**src/rtl/apb_fabric_pkg.sv**
```systemverilog
// Shared definitions for the APB fabric: FSM state codes, slave index field width, clog2 helper.
// Latency: n/a (definitions only).
// Backpressure: n/a (definitions only).
package apb_fabric_pkg;

   // Width of the slave index field taken from PADDR
   localparam int IDX_W = 4;

   // Fabric FSM state encoding
   localparam logic [1:0] ST_IDLE   = 2'b00;
   localparam logic [1:0] ST_ACCESS = 2'b01;
   localparam logic [1:0] ST_DECERR = 2'b10;
   localparam logic [1:0] ST_TMO    = 2'b11;

   // Ceiling log2, never less than 1 so a counter always has at least one bit
   function automatic int clog2(input int value);
      int r;
      int v;
      r = 0;
      v = value - 1;
      while (v > 0) begin
         r++;
         v = v >> 1;
      end
      if (r < 1) r = 1;
      return r;
   endfunction

endpackage

```
**src/rtl/apb_tmo_counter.sv**
```systemverilog
// Watchdog wait-state counter: clear, count-enable, terminal count at TIMEOUT-1, saturates at TIMEOUT.
// Latency: terminal-count flag is a registered-count compare, valid the cycle after the count reaches it.
// Backpressure: none; counts only when enabled by the caller.
module apb_tmo_counter
   import apb_fabric_pkg::*;
#(
   parameter int TIMEOUT = 255
)
(
   input  logic clk_i,
   input  logic rst_n_i,
   input  logic en_i,
   input  logic clr_i,
   output logic tc_o
);

   localparam int               CNT_W   = clog2(TIMEOUT + 1);
   localparam logic [CNT_W-1:0] TC_VAL  = CNT_W'(TIMEOUT - 1);
   localparam logic [CNT_W-1:0] SAT_VAL = CNT_W'(TIMEOUT);

   logic [CNT_W-1:0] cnt_q;
   logic [CNT_W-1:0] cnt_d;

   // Next count: clear wins, otherwise increment until the saturation value
   always_comb begin
      cnt_d = cnt_q;
      if (clr_i) begin
         cnt_d = '0;
      end else if (en_i && (cnt_q != SAT_VAL)) begin
         cnt_d = cnt_q + CNT_W'(1);
      end
   end

   // Count register
   always_ff @(posedge clk_i or negedge rst_n_i) begin
      if (!rst_n_i) begin
         cnt_q <= '0;
      end else begin
         cnt_q <= cnt_d;
      end
   end

   assign tc_o = (cnt_q == TC_VAL);

endmodule

```
**src/rtl/apb_slave_mux_tmo.sv**
```systemverilog
// APB fabric stage: decodes PADDR to a slave, fans out PSEL, muxes responses, adds decode-error and stalled-slave watchdog.
// Latency: setup-phase PSELx is combinational from PADDR; responses are combinational muxes; no bubble between transfers.
// Backpressure: slave PREADY passes straight upstream; a slave stalled for TIMEOUT enable cycles is aborted with PSLVERR.
module apb_slave_mux_tmo
   import apb_fabric_pkg::*;
#(
   parameter int ADDRWIDTH     = 16,
   parameter int DATAWIDTH     = 32,
   parameter int NUM_SLAVES    = 4,
   parameter int SLV_ADDR_BITS = 12,
   parameter int TIMEOUT       = 255
)
(
   input  logic                             HCLK,
   input  logic                             HRESETn,
   input  logic                             PCLKEN,
   input  logic                             PSEL,
   input  logic                             PENABLE,
   input  logic [ADDRWIDTH-1:0]             PADDR,
   input  logic                             PWRITE,
   input  logic [DATAWIDTH-1:0]             PWDATA,
   output logic                             PREADY,
   output logic [DATAWIDTH-1:0]             PRDATA,
   output logic                             PSLVERR,
   output logic [NUM_SLAVES-1:0]            PSELx,
   input  logic [NUM_SLAVES-1:0]            PREADYx,
   input  logic [NUM_SLAVES-1:0]            PSLVERRx,
   input  logic [NUM_SLAVES*DATAWIDTH-1:0]  PRDATAx,
   output logic                             TMO_IRQ,
   output logic [ADDRWIDTH-1:0]             TMO_ADDR
);

   logic [1:0]           state_q, state_d;
   logic [IDX_W-1:0]     idx_q, idx_d;
   logic                 tmo_irq_q, tmo_irq_d;
   logic [ADDRWIDTH-1:0] tmo_addr_q, tmo_addr_d;

   logic [IDX_W-1:0]     idx;
   logic                 hit;
   logic                 setup;
   logic                 sel_rdy;
   logic                 sel_err;
   logic [DATAWIDTH-1:0] sel_dat;
   logic                 cnt_en;
   logic                 cnt_clr;
   logic                 cnt_tc;

   // Write direction and data are broadcast to the slaves outside this block
   logic unused_wr;
   assign unused_wr = ^{PWRITE, PWDATA};

   assign idx   = PADDR[SLV_ADDR_BITS +: IDX_W];
   assign hit   = (32'(idx) < NUM_SLAVES);
   assign setup = PSEL && !PENABLE;

   // Select the response of the slave captured at setup
   always_comb begin
      sel_rdy = 1'b0;
      sel_err = 1'b0;
      sel_dat = '0;
      for (int i = 0; i < NUM_SLAVES; i++) begin
         if (idx_q == IDX_W'(i)) begin
            sel_rdy = PREADYx[i];
            sel_err = PSLVERRx[i];
            sel_dat = PRDATAx[i*DATAWIDTH +: DATAWIDTH];
         end
      end
   end

   // Next-state logic; nothing advances without PCLKEN
   always_comb begin
      state_d    = state_q;
      idx_d      = idx_q;
      cnt_en     = 1'b0;
      cnt_clr    = 1'b0;
      tmo_irq_d  = 1'b0;
      tmo_addr_d = tmo_addr_q;
      if (PCLKEN) begin
         case (state_q)
            ST_IDLE: begin
               if (setup) begin
                  if (hit) begin
                     state_d = ST_ACCESS;
                     idx_d   = idx;
                     cnt_clr = 1'b1;
                  end else begin
                     state_d = ST_DECERR;
                  end
               end
            end
            ST_ACCESS: begin
               if (!PSEL) begin
                  // Upstream dropped the transfer: abandon it silently
                  state_d = ST_IDLE;
               end else if (PENABLE) begin
                  if (sel_rdy) begin
                     // Ready takes priority over the watchdog on the same cycle
                     state_d = ST_IDLE;
                  end else if (cnt_tc) begin
                     state_d    = ST_TMO;
                     tmo_irq_d  = 1'b1;
                     tmo_addr_d = PADDR;
                  end else begin
                     cnt_en = 1'b1;
                  end
               end
            end
            ST_DECERR: begin
               if (PENABLE || !PSEL) state_d = ST_IDLE;
            end
            default: begin
               state_d = ST_IDLE;
            end
         endcase
      end
   end

   // State, captured index and watchdog report registers
   always_ff @(posedge HCLK or negedge HRESETn) begin
      if (!HRESETn) begin
         state_q    <= ST_IDLE;
         idx_q      <= '0;
         tmo_irq_q  <= 1'b0;
         tmo_addr_q <= '0;
      end else begin
         state_q    <= state_d;
         idx_q      <= idx_d;
         tmo_irq_q  <= tmo_irq_d;
         tmo_addr_q <= tmo_addr_d;
      end
   end

   // Upstream response and per-slave select for the current state
   always_comb begin
      PREADY  = 1'b1;
      PSLVERR = 1'b0;
      PRDATA  = '0;
      PSELx   = '0;
      case (state_q)
         ST_IDLE: begin
            for (int i = 0; i < NUM_SLAVES; i++) begin
               if (idx == IDX_W'(i)) PSELx[i] = setup && hit;
            end
         end
         ST_ACCESS: begin
            for (int i = 0; i < NUM_SLAVES; i++) begin
               if (idx_q == IDX_W'(i)) PSELx[i] = PSEL;
            end
            PREADY  = sel_rdy;
            PSLVERR = sel_rdy && sel_err;
            PRDATA  = sel_dat;
         end
         ST_DECERR: begin
            PSLVERR = PENABLE;
         end
         default: begin
            PSLVERR = 1'b1;
         end
      endcase
   end

   apb_tmo_counter #(
      .TIMEOUT (TIMEOUT)
   ) u_tmo_cnt (
      .clk_i   (HCLK),
      .rst_n_i (HRESETn),
      .en_i    (cnt_en),
      .clr_i   (cnt_clr),
      .tc_o    (cnt_tc)
   );

   assign TMO_IRQ  = tmo_irq_q;
   assign TMO_ADDR = tmo_addr_q;

endmodule

```
**config.mk**
```make
export PLATFORM = sky130hd
export DESIGN_NAME = apb_slave_mux_tmo
export DESIGN_NICKNAME = d
export VERILOG_FILES = /design/src/rtl/apb_fabric_pkg.sv /design/src/rtl/apb_tmo_counter.sv /design/src/rtl/apb_slave_mux_tmo.sv
export SDC_FILE = /design/constraint.sdc
export NUM_CORES = 1
export LEC_CHECK = 0
export ABC_CLOCK_PERIOD_IN_PS = 2050
export CAP_MARGIN = 10
export CORE_MARGIN = 5
export CORE_UTILIZATION = 29
export CTS_BUF_LIST = sky130_fd_sc_hd__clkbuf_8
export CTS_CLUSTER_DIAMETER = 40
export DETAILED_ROUTE_END_ITERATION = 7
export GPL_TIMING_DRIVEN = 0
export PLACE_DENSITY = 0.8
export SETUP_SLACK_MARGIN = 0.15
export SLEW_MARGIN = 25
export SYNTH_ARGS = -nofsm -noshare
export SYNTH_HDL_FRONTEND = slang
export SYNTH_SLANG_ARGS = --single-unit
export TNS_END_PERCENT = 100
```
**constraint.sdc**
```tcl
create_clock -name HCLK -period 2.05 [get_ports HCLK]
set_input_delay 0.615 -clock HCLK [delete_from_list [all_inputs] [get_ports HCLK]]
set_output_delay 0.615 -clock HCLK [all_outputs]
set_load 0.02 [all_outputs]
```
==> flow_summary.ini <==
[clock_network]
cts.sinks = 31
ctsLongestPathBuffers = 2
numCtsBuffers = 5
cts_tree = done
ctsHoldBuffers = 0
clk_latency_ns = 0.29
htreeDepth = 2
cts.clk_slew.worst_paths_ns = 0.07
cts-root-buf = clkbuf_8

[synth]
ys_warn_count = 0
synthCells = 295
synthDistinctLibCells = 47
synth_top_area_frac = 0.285
synth_nets = 487
synthTopCellsByArea = dfrtp_1 28%, a211oi_1 17%, mux2i_1 12%, nor2b_1 7.3%, mux2_4 5.0%
synth.cell_area_um2 = 2730
ys_async_sr_fraction = 1.00
synthFlopType = dfrtp_1
synth_top_area_cell = dfrtp_1
ys_ff_latch = 31
synth.most_common_cell = a211oi_1
synth_commonest_cells = 60 x a211oi_1, 32 x mux2i_1, 32 x nor2b_1
synth_edf_count = 0
syn-mean-instance-area_um2 = 9.24
synth_seq_area_share = 0.285

[global_route]
grt_use_total = 0.236
grt-ovfl-total = 0
antenna_found_initial = 1
grt_pass1_vias = 3833
grt_pass1_wl_um = 21200
grt_max_degree = 32

[place]
hpwl_um = 10100
place_area_um2 = 5670
dp_slack_ns = -1.15
port_buffers = 211
gp_congestion = 0.832

[worst_setup_path]
crit_path_start_kind = flip-flop
worst_r2r_path_depth = 9
cpPeakStageDelay_ns = 0.48
cp_cell_sequence = nor3b_4, buf_6, buf_6, a32oi_4, o21ai_2, buf_6
crit_top_cell = buf_6
reg2reg_from = idx_q[1]$_DFFE_PN0P_
path_class = reg -> out
crit_slowest_cell = dfrtp_2
r2r_end = TMO_ADDR[14]$_DFFE_PN0P_
path_delay_family = flip-flops
r2r_setup_slack_ns = -0.33
end_kind = primary output
crit_required_ns = 1.43
worstPathArrival_ns = 1.77
worstPathMaxFanout = 4
worst-path-buf-inv = 3

[sta]
timing.final.crit_period_ns = 2.39
hold_ws_ns = 0.366
rsz0062_at_grt = true
period_share = 1.17
finalSetupViolCount = 58
setup-tns-final_ns = -15.45
relSlewSlack = 0.537
tightest_slew_ns = 0.694
fin_skew_ns = 0.00570
hold_viol_final = 0
drv_slew = 0
finalWorstSetupSlack_ns = -0.339
max_clock_freq_mhz = 419

[power_and_ir_drop]
ir_drop_mv = 0.630
p_leak_uw = 0.00301
power.density_nw_per_um2 = 852

[cells_and_area]
layout-drive-gt1-share = 0.524
stdcell_area_um2 = 7030
final_core_util = 0.764
area_growth_syn_to_layout_pct = 158
fillers = 543
nets = 758

[job]
maxCapViolations = 0

[detailed_routing]
wl_per_cell_um = 22.0
vias = 3597
ant_nets = 0
drtIter0Drc = 121
avgViaCountPerCell = 5.30
routed_wl_um = 14900
dr.pass1.iters = 4
drc = 0

[min_path]
min_path_type = in -> async

[outcome]
outcome = finished with violations
violations = setup timing

[floorplanning]
die_h_um = 107
initial_core_util = 0.296
num_io_pins = 245
rows = 35
die_area_um2 = 11400
fp.dieW_um = 107
coreArea_um2 = 9200
-- worst max path at each step --
stage | slack (ns) | to | start | depth (start not counted)
floorplan | -0.05 | TMO_ADDR[10]$_DFFE_PN0P_ | PREADYx[0] | 6
global placement | -1.15 | PSLVERR | PREADYx[2] | 6
detailed placement | -1.15 | PSLVERR | PREADYx[2] | 6
CTS | -0.30 | PRDATA[27] | idx_q[0]$_DFFE_PN0P_ | 6
global route | -0.40 | PRDATA[10] | idx_q[3]$_DFFE_PN0P_ | 6
finish | -0.34 | PSLVERR | idx_q[3]$_DFFE_PN0P_ | 6
-- power breakdown --
part	internal, uW	switching, uW	leakage [uW]	total, uW
clock	362	249	0.0000581	611
combinational	2320	2310	0.00253	4630
sequential	668	75.0	0.000421	743
-- logic make-up after synthesis --
family / share of synthesized area
AOI/OAI and AO/OA: 0.247
xor gates and xnor gates: 0.00321
muxes: 0.217
buffers and inverters: 0.0482
adders and majority gates: 0.00918
and+or+nand+nor: 0.191
DFF: 0.285
-- final cells by class --
type | count | area [um2] | share of cell area
Multi-Input combinational cell | 236 | 2890 | 0.412
Sequential cell | 31 | 781 | 0.111
Timing Repair Buffer | 264 | 2680 | 0.381
Antenna cell | 1 | 2.50 | 0.000356
Clock inverter | 3 | 43.8 | 0.00623
Tap cell | 111 | 139 | 0.0198
Buffer | 25 | 404 | 0.0575
Inverter | 3 | 16.3 | 0.00231
Clock buffer | 5 | 68.8 | 0.00979
-- cells in the final DEF (no fill, tap or decap), drive strengths merged, types with 2 or more instances in the layout --
cell | Yosys | routed
clkdlybuf4s50 | 0 | 142
mux2i | 32 | 32
nand3 | 4 | 4
buf | 7 | 102
a311oi | 2 | 2
inv | 3 | 2
o211ai | 2 | 2
and2 | 6 | 6
o21ai | 7 | 7
nor3 | 6 | 6
dlymetal6s2s | 0 | 12
or3 | 2 | 2
o2bb2ai | 2 | 2
nor2b | 32 | 32
o31ai | 2 | 2
mux2 | 19 | 19
o22ai | 4 | 4
nand2b | 4 | 4
nor2 | 9 | 9
a21oi | 4 | 4
dlygate4sd2 | 0 | 13
clkinv | 0 | 3
dfrtp | 31 | 31
nand4 | 3 | 3
and3 | 3 | 3
clkbuf | 18 | 24
a211oi | 60 | 60
nand2 | 15 | 15
ha | 2 | 2
-- worst reg2reg max path, stage by stage (launching register included) --
cell	delay [ns]
dfrtp_2	0.45
nor3b_4	0.18
buf_6	0.13
buf_6	0.13
a311oi_4	0.25
a21bo_4	0.27
or2_4	0.25
buf_8	0.15
clkbuf_16	0.16
mux2_4	0.30
-- metrics by stage --
stage / std cells / total power (uW)
floorplan: 295 / 3030
global placement: 617 / 3830
detailed placement: 617 / 3880
CTS: 660 / 5570
global route: 679 / 6250
finish: 679 / 5990
-- flip-flops by register name (all words and copies together), names as in the netlist --
name and count:
u_tmo_cnt.cnt_q 8, idx_q 4, TMO_IRQ 1, state_q 2
TMO_ADDR 16
-- what timing repair did --
item	in CTS	in global routing
cloned	4	6
endpoints found under the setup margin	65	75
gates resized for setup	368	66
setup buffers	31	12
pin swaps	29	21
-- per-layer routing --
| layer | GRT usage | routed length, um | vias to the layer above |
|---|---|---|---|
| li1 | - | - | 1648 |
| met1 | 0.263 | 5380 | 1749 |
| met2 | 0.440 | 7910 | 167 |
| met3 | 0.0536 | 1140 | 33 |
| met4 | 0.0804 | 474 | 0 |
| met5 | 0 | 0 | - |
No activity file was read; power rests on OpenSTA's default activity.
